$ cat config.mk
export PLATFORM = sky130hd
export DESIGN_NAME = nes_cpu_bus_master
export DESIGN_NICKNAME = d
export VERILOG_FILES = /design/src/rtl/nes_bus_pkg.sv /design/src/rtl/nes_bus_sync2.sv /design/src/rtl/nes_cpu_bus_master.sv
export SDC_FILE = /design/constraint.sdc
export NUM_CORES = 1
export LEC_CHECK = 0
export ABC_AREA = 1
export BUFFER_PORTS_ARGS = -buffer_cell sky130_fd_sc_hd__buf_2
export CORE_UTILIZATION = 50
export DETAILED_ROUTE_END_ITERATION = 8
export HOLD_SLACK_MARGIN = 0.03
export PLACE_DENSITY = 0.82
export SYNTH_ARGS = -nofsm -noshare
export SYNTH_HDL_FRONTEND = slang
export SYNTH_SLANG_ARGS = --single-unit
$ cat constraint.sdc
create_clock -name clk -period 2.76 [get_ports clk]
set_clock_uncertainty 0.1 [all_clocks]
set_input_delay 0.276 -clock clk [delete_from_list [all_inputs] [get_ports clk]]
set_output_delay 0.276 -clock clk [all_outputs]
set_load 0.02 [all_outputs]
$ cat src/rtl/nes_bus_pkg.sv
// Shared NES CPU-bus definitions: M2 phase encoding, address map and default
// cycle timing used by the bus master and related cartridge-side blocks.
package nes_bus_pkg;

    typedef enum logic {
        PH_LOW  = 1'b0,
        PH_HIGH = 1'b1
    } phase_e;

    localparam logic [15:0] SRAM_BASE = 16'h6000;
    localparam logic [15:0] ROM_BASE  = 16'h8000;

    localparam int          DEF_M2_LOW_CYCLES  = 5;
    localparam int          DEF_M2_HIGH_CYCLES = 7;
    localparam logic [15:0] DEF_IDLE_ADDR      = 16'h0000;

    // One latched bus cycle; host=0 marks an idle filler read.
    typedef struct packed {
        logic        host;
        logic        write;
        logic [15:0] addr;
    } bus_cyc_t;

    function automatic logic in_rom(input logic [15:0] a);
        return a >= ROM_BASE;
    endfunction

endpackage

$ cat src/rtl/nes_bus_sync2.sv
// Two-flop synchronizer for asynchronous cartridge-side signals (IRQ etc.).
module nes_bus_sync2 #(
    parameter logic RESET_VAL = 1'b1
) (
    input  logic clk,
    input  logic rst_n,
    input  logic d,
    output logic q
);

    logic meta;

    always_ff @(posedge clk or negedge rst_n) begin
        if (!rst_n) begin
            meta <= RESET_VAL;
            q    <= RESET_VAL;
        end else begin
            meta <= d;
            q    <= meta;
        end
    end

endmodule

$ cat src/rtl/nes_cpu_bus_master.sv
// NES CPU-bus initiator: free-running M2 with idle reads, host-issued single
// reads/writes slotted into bus cycles, and an IRQ synchronizer.
module nes_cpu_bus_master
    import nes_bus_pkg::*;
#(
    parameter int          M2_LOW_CYCLES  = DEF_M2_LOW_CYCLES,
    parameter int          M2_HIGH_CYCLES = DEF_M2_HIGH_CYCLES,
    parameter logic [15:0] IDLE_ADDR      = DEF_IDLE_ADDR
) (
    input  logic        clk,
    input  logic        rst_n,
    input  logic        req_valid,
    output logic        req_ready,
    input  logic        req_write,
    input  logic [15:0] req_addr,
    input  logic [7:0]  req_wdata,
    output logic        resp_valid,
    output logic [7:0]  resp_rdata,
    output logic        m2,
    output logic        romsel,
    output logic        cpu_rw,
    output logic [14:0] cpu_addr,
    output logic [7:0]  cpu_data_out,
    output logic        cpu_data_oe,
    input  logic [7:0]  cpu_data_in,
    input  logic        irq,
    output logic        irq_sync
);

    localparam int MAX_CYC = (M2_LOW_CYCLES > M2_HIGH_CYCLES) ? M2_LOW_CYCLES : M2_HIGH_CYCLES;
    localparam int CNT_W   = $clog2(MAX_CYC);
    localparam logic [CNT_W-1:0] LOW_LAST  = CNT_W'(M2_LOW_CYCLES - 1);
    localparam logic [CNT_W-1:0] HIGH_LAST = CNT_W'(M2_HIGH_CYCLES - 1);

    phase_e           phase, phase_nxt;
    logic [CNT_W-1:0] cnt, cnt_nxt;
    logic             run;
    bus_cyc_t         cyc, cyc_nxt;
    logic             hi_last, cyc_start, accept;
    logic             oe_q, oe_nxt;
    logic [7:0]       data_out_q;

    // run is clear only during reset; the first edge after release opens
    // the first LOW phase so address setup is honoured from the start.
    always_ff @(posedge clk or negedge rst_n) begin
        if (!rst_n) begin
            phase <= PH_LOW;
            cnt   <= '0;
            run   <= 1'b0;
        end else begin
            phase <= phase_nxt;
            cnt   <= cnt_nxt;
            run   <= 1'b1;
        end
    end

    always_comb begin
        phase_nxt = phase;
        cnt_nxt   = cnt + 1'b1;
        hi_last   = 1'b0;
        if (!run) begin
            phase_nxt = PH_LOW;
            cnt_nxt   = '0;
        end else begin
            case (phase)
                PH_LOW: begin
                    if (cnt == LOW_LAST) begin
                        phase_nxt = PH_HIGH;
                        cnt_nxt   = '0;
                    end
                end
                PH_HIGH: begin
                    if (cnt == HIGH_LAST) begin
                        phase_nxt = PH_LOW;
                        cnt_nxt   = '0;
                        hi_last   = 1'b1;
                    end
                end
                default: begin
                    phase_nxt = PH_LOW;
                    cnt_nxt   = '0;
                end
            endcase
        end
    end

    assign cyc_start = !run || hi_last;
    assign req_ready = hi_last;
    assign accept    = req_valid && req_ready;

    always_comb begin
        cyc_nxt = cyc;
        if (cyc_start) begin
            if (accept) begin
                cyc_nxt.host  = 1'b1;
                cyc_nxt.write = req_write;
                cyc_nxt.addr  = req_addr;
            end else begin
                cyc_nxt.host  = 1'b0;
                cyc_nxt.write = 1'b0;
                cyc_nxt.addr  = IDLE_ADDR;
            end
        end
    end

    // Driver on for all of HIGH plus the first clk after M2 falls (hold).
    assign oe_nxt = cyc.write && (phase_nxt == PH_HIGH || hi_last);

    always_ff @(posedge clk or negedge rst_n) begin
        if (!rst_n) begin
            cyc        <= '0;
            oe_q       <= 1'b0;
            data_out_q <= 8'h00;
            resp_valid <= 1'b0;
            resp_rdata <= 8'h00;
        end else begin
            cyc  <= cyc_nxt;
            oe_q <= oe_nxt;
            // Only a new write reloads the data so a trailing hold keeps it.
            if (accept && req_write)
                data_out_q <= req_wdata;
            resp_valid <= hi_last && cyc.host;
            if (hi_last && cyc.host)
                resp_rdata <= cyc.write ? 8'h00 : cpu_data_in;
        end
    end

    assign m2           = (phase == PH_HIGH);
    assign romsel       = ~(in_rom(cyc.addr) & m2);
    assign cpu_rw       = ~cyc.write;
    assign cpu_addr     = cyc.addr[14:0];
    assign cpu_data_out = data_out_q;
    assign cpu_data_oe  = oe_q;

    nes_bus_sync2 #(.RESET_VAL(1'b1)) u_irq_sync (
        .clk   (clk),
        .rst_n (rst_n),
        .d     (irq),
        .q     (irq_sync)
    );

endmodule

==> Word-level counts from Yosys, hierarchy flattened <==
Index checks and enable logic that the tools add are counted.
{ "totals": {"regBits": 43} }
{ "op_classes": {"n_addsub": 1, "n_lt_le_gt_ge": 1, "n_eq_ne": 2, "muxes": 13, "bitwise_logic": 4, "n_reduce_logical": 7} }
{ "ops": {"columns": ["op", "count"], "rows": [
  ["$mux 18", 1],
  ["$ge 16x16->1 const B", 1],
  ["$mux 3", 3],
  ["$mux 8", 1],
  ["$eq 3x3->1 const B", 2],
  ["$mux 1", 6],
  ["$pmux 3 s2", 1],
  ["$logic_and 1x1->1", 4],
  ["$add 3x1->3 const B", 1],
  ["$not 1->1", 3],
  ["$logic_or 1x1->1", 2],
  ["$pmux 1 s2", 1],
  ["$and 1x1->1", 1],
  ["$logic_not 1->1", 1]
]} }

==> Longest topological paths before layout <==
{ "logic_depth": {"depth_word": 6, "mapped_depth": 8} }

==> Hierarchy <==
Synthesis repeated with hierarchy kept, for this count alone.
{ "unflattened": {"cells_unflattened": 197, "hier_area_um2": 1893.1} }
{ "modules_own_cells": {"columns": ["module", "n_inst", "cells_per_inst", "area_per_inst_um2", "seq_area_each_um2"], "rows": [
  ["nes_cpu_bus_master", 1, 195, 1840.5, 1026.0],
  ["nes_bus_sync2", 1, 2, 52.6, 52.6]
]} }

==> Worst setup path after synthesis <==
OpenSTA, ideal clock, no wires.
{ "synth_path": {"path_type": "register to output", "from": "register cnt[0]", "to": "output port req_ready", "arrival_time_ps": 1091, "required_time_ps": 2384, "setup_slack_ps": 1293, "stages_incl_launch_ff": 6, "n_path_buf": 1, "cell_sequence": "dfrtp_1 inv_1 ha_1 nand3_2 nor2_4 buf_6"} }
{ "synth_between": {"elab_chain_cells": 4} }
{ "synth_lines": {"columns": ["item", "line_no", "source"], "rows": [
  ["from (decl)", "nes_cpu_bus_master.sv:36", "logic [CNT_W-1:0] cnt, cnt_nxt;"],
  ["from (signal assigned)", "nes_cpu_bus_master.sv:52", "cnt <= cnt_nxt;"],
  ["$eq 3x3->1", "nes_cpu_bus_master.sv:73", "if (cnt == HIGH_LAST) begin"],
  ["$mux 1", "nes_cpu_bus_master.sv:73", null],
  ["$mux 1", "nes_cpu_bus_master.sv:65", "case (phase)"],
  ["$mux 1", "nes_cpu_bus_master.sv:61", "if (!run) begin"],
  ["to (decl)", "nes_cpu_bus_master.sv:13", "output logic req_ready,"]
]} }
Every way passes these cells.

==> Worst setup path in the final report <==
Same ends and word-level chain as after synthesis.

==> impl_metrics.yaml <==
synth:
  synth_cells: 197
  yosys.area.top_type_share_pct: 54.20
  synth_warnings: 0
  synthAdderAreaFrac_pct: 1.983
  synth-edff-count: 0
  synthArstFlopShare_pct: 100.0
  synth_xor_area_share_pct: 0.4627
  synthMuxAreaShare_pct: 0
  synth_top_area_cell: "dfrtp_1"
  synth_compound_area_share_pct: 0.5288
  synth_common_cells: "72 x nand2_1, 41 x dfrtp_1, 17 x nand3_1"
  synth_most_common_cell: "nand2_1"
  ys_top_cells_by_area: "dfrtp_1 54%, nand2_1 14%, buf_4 5.9%"
  synth_top_family_by_area: "simple AND/OR/NAND/NOR gates"
  synth_seq_cells: 43
  ys_seq_area_share_pct: 56.97
  syn-num-nets: 237
  yosysUniqueCellTypes: 22
  synthSimpleGateAreaFrac_pct: 27.43
  synthFlopType: "dfrtp_1"
  synth_area_sq_um: 1893
  syn_avg_cell_area_sq_um: 9.609
routing:
  vias: 1536
  viasPerCell: 5.086
  wirelength_mm: 3.871
  drc: 0
  routedWlPerCell_microns: 12.82
  ant_nets: 0
  firstDrtPassIters: 4
  drtIter0Drc: 119
placement:
  dp_hpwl_mm: 2.700
  place.gp.congestion: 0.7335
  portBuffers: 74
  dpl_cell_area_sq_um: 2120
worst_setup_path:
  rrSetupSlack_ps: 920
  r2r_start: "cnt[0]"
  path_max_fanout: 20
  cp.required_ps: 2380
  worstPathArrival_ps: 1750
  r2r_cells: 7
  worstSetupPathType: "reg -> out"
  critPathLaunchType: "register"
  setup.worst_path.end_class: "output pin"
  critPathLaunch: "cnt[0]"
die:
  dieHeight_microns: 63.53
  die_area_sq_um: 4036
  die_x_microns: 63.53
  core_sq_um: 3468
  start_util_pct: 54.58
  ios: 75
  rows: 21
timing:
  final-setup-viol-count: 0
  period_minus_slack_ps: 2127
  relSlewSlack_pct: 37.93
  hold_viol: 0
  period_share_pct: 77.07
  final_max_slew_viol_count: 0
  max_clock_freq_mhz: 470.1
  fin_tns_setup_ps: 0
  worstMarginPinSlew_ps: 931.0
  rsz0062_at_grt: "false"
global_route:
  grt_overflow_total: 0
  grt_max_degree: 44
  grt_use_total_pct: 21.17
  grt_pass1_wl_mm: 6.555
  antenna_found_initial: 0
  grt_pass1_vias: 1431
clock_tree:
  root_buffer: "clkbuf_8"
  clock_latency_ps: 280
  numCtsBuffers: 5
  tritoncts: "built"
  htree_levels: 2
  clockBufferDepth: 2
  clk_pin_slew_ps: 70
  cts_resized: 0
  clock_sinks: 43
final_layout:
  fin_area_sq_um: 2210
  drive_gt1_share_pct: 33.98
  n_antenna_cell: 0
  area_delta_synth_final_pct: 16.72
  nets: 295
flow_run:
  max-cap-violations: 0
status:
  status: "complete, no violations"
pwr:
  power_density_nw_per_um2: 494.6
  vdd_drop_max_mv: 0.3001
  p_leak_nw: 1.269
worst_hold_path:
  hold_path.class: "in -> async"
[critical path, stage by stage, from the launching register on]
cell	delay [ps]
dfrtp_1	400
inv_1	90
ha_1	190
nand3_2	120
nor2_4	400
buf_2	270
[path summary, 6_finish.rpt]
kind | endpoint
setup / recovery | req_ready
hold / removal | cpu_data_out[0]
setup reg to reg | cpu_addr[9]
hold reg to reg | u_irq_sync.q
max in group asynchronous | cpu_addr[8]
min in group clk | cpu_addr[8]
[layer usage]
metal  vias to the layer above  global-route usage (%)  share of wire (%)
met3                         2                   6.703                6.7
met1                       739                   26.83                 45
met5                         -                       0                  0
li1                        732                       -                  -
met2                        63                   34.97                 48
met4                         0                   5.114               0.34
[kinds of logic (layout without fill, tap and decap cells)]
| group | count (synthesis) | count (layout) |
|---|---|---|
| compound gates | 2 | 2 |
| xor+xnor | 1 | 1 |
| fa+ha+maj | 3 | 3 |
| buf+inv | 32 | 91 |
| flops | 43 | 43 |
| other cells | 1 | 1 |
| simple gates | 115 | 115 |
[final cells by class]
type                       count  area [sq um]
sequential                    43          1079
clock buffer                   8         80.08
tap                           46         57.56
inverter                       7         26.28
timing repair buffer          76         387.9
fill                         308          1259
multi-input combinational    122         579.3
[per-stage QoR]
stage                     setup WS [ps]  hold WS, ps  cells  utilization [%]  total power, mW
after detailed placement          931.6        250.6    293            61.11           0.7329
final                             632.9        24.13    302            63.71            1.093
after global placement             1030        245.6    293            61.11           0.7306
after global routing              524.0        95.04    302            63.71            1.150
after floorplan                    1293       -119.6    197                -           0.6923
after CTS                         623.4        48.51    302            63.71            1.105
[flip-flops by register name (all words and copies together) (netlist names)]
register         flops
cpu_addr            15
cpu_data_out         8
resp_rdata           8
cnt                  3
cyc                  3
cpu_data_oe          1
m2                   1
resp_valid           1
run                  1
u_irq_sync.meta      1
u_irq_sync.q         1
[placed cells by master, fill, tap and decap left out]
cell type,instances
a21oi_1,1
buf_2,74
buf_4,1
clkbuf_1,3
clkbuf_8,5
conb_1,1
dfrtp_1,41
dfstp_2,2
dlygate4sd3_1,1
ha_1,3
inv_1,6
inv_2,1
nand2_1,72
nand2_2,1
nand3_1,17
nand3_2,1
nand4_1,16
nand4_2,1
nor2_1,5
nor2_4,1
nor3_1,1
o21ai_0,1
xnor2_1,1
[where the power goes]
part / internal (mW) / switching [mW]
Clock: 0.180 / 0.192
Combinational: 0.0289 / 0.0467
Sequential: 0.639 / 0.00719
Total: 0.847 / 0.245
[what timing repair did]
action | 4_1_cts | 5_1_grt
hold buffers | 1 | 0
buffers inserted | 0 | 0
setup endpoints to repair | 0 | 0
hold endpoints to repair | 1 | 0
Power figures use the tool's default switching activity.
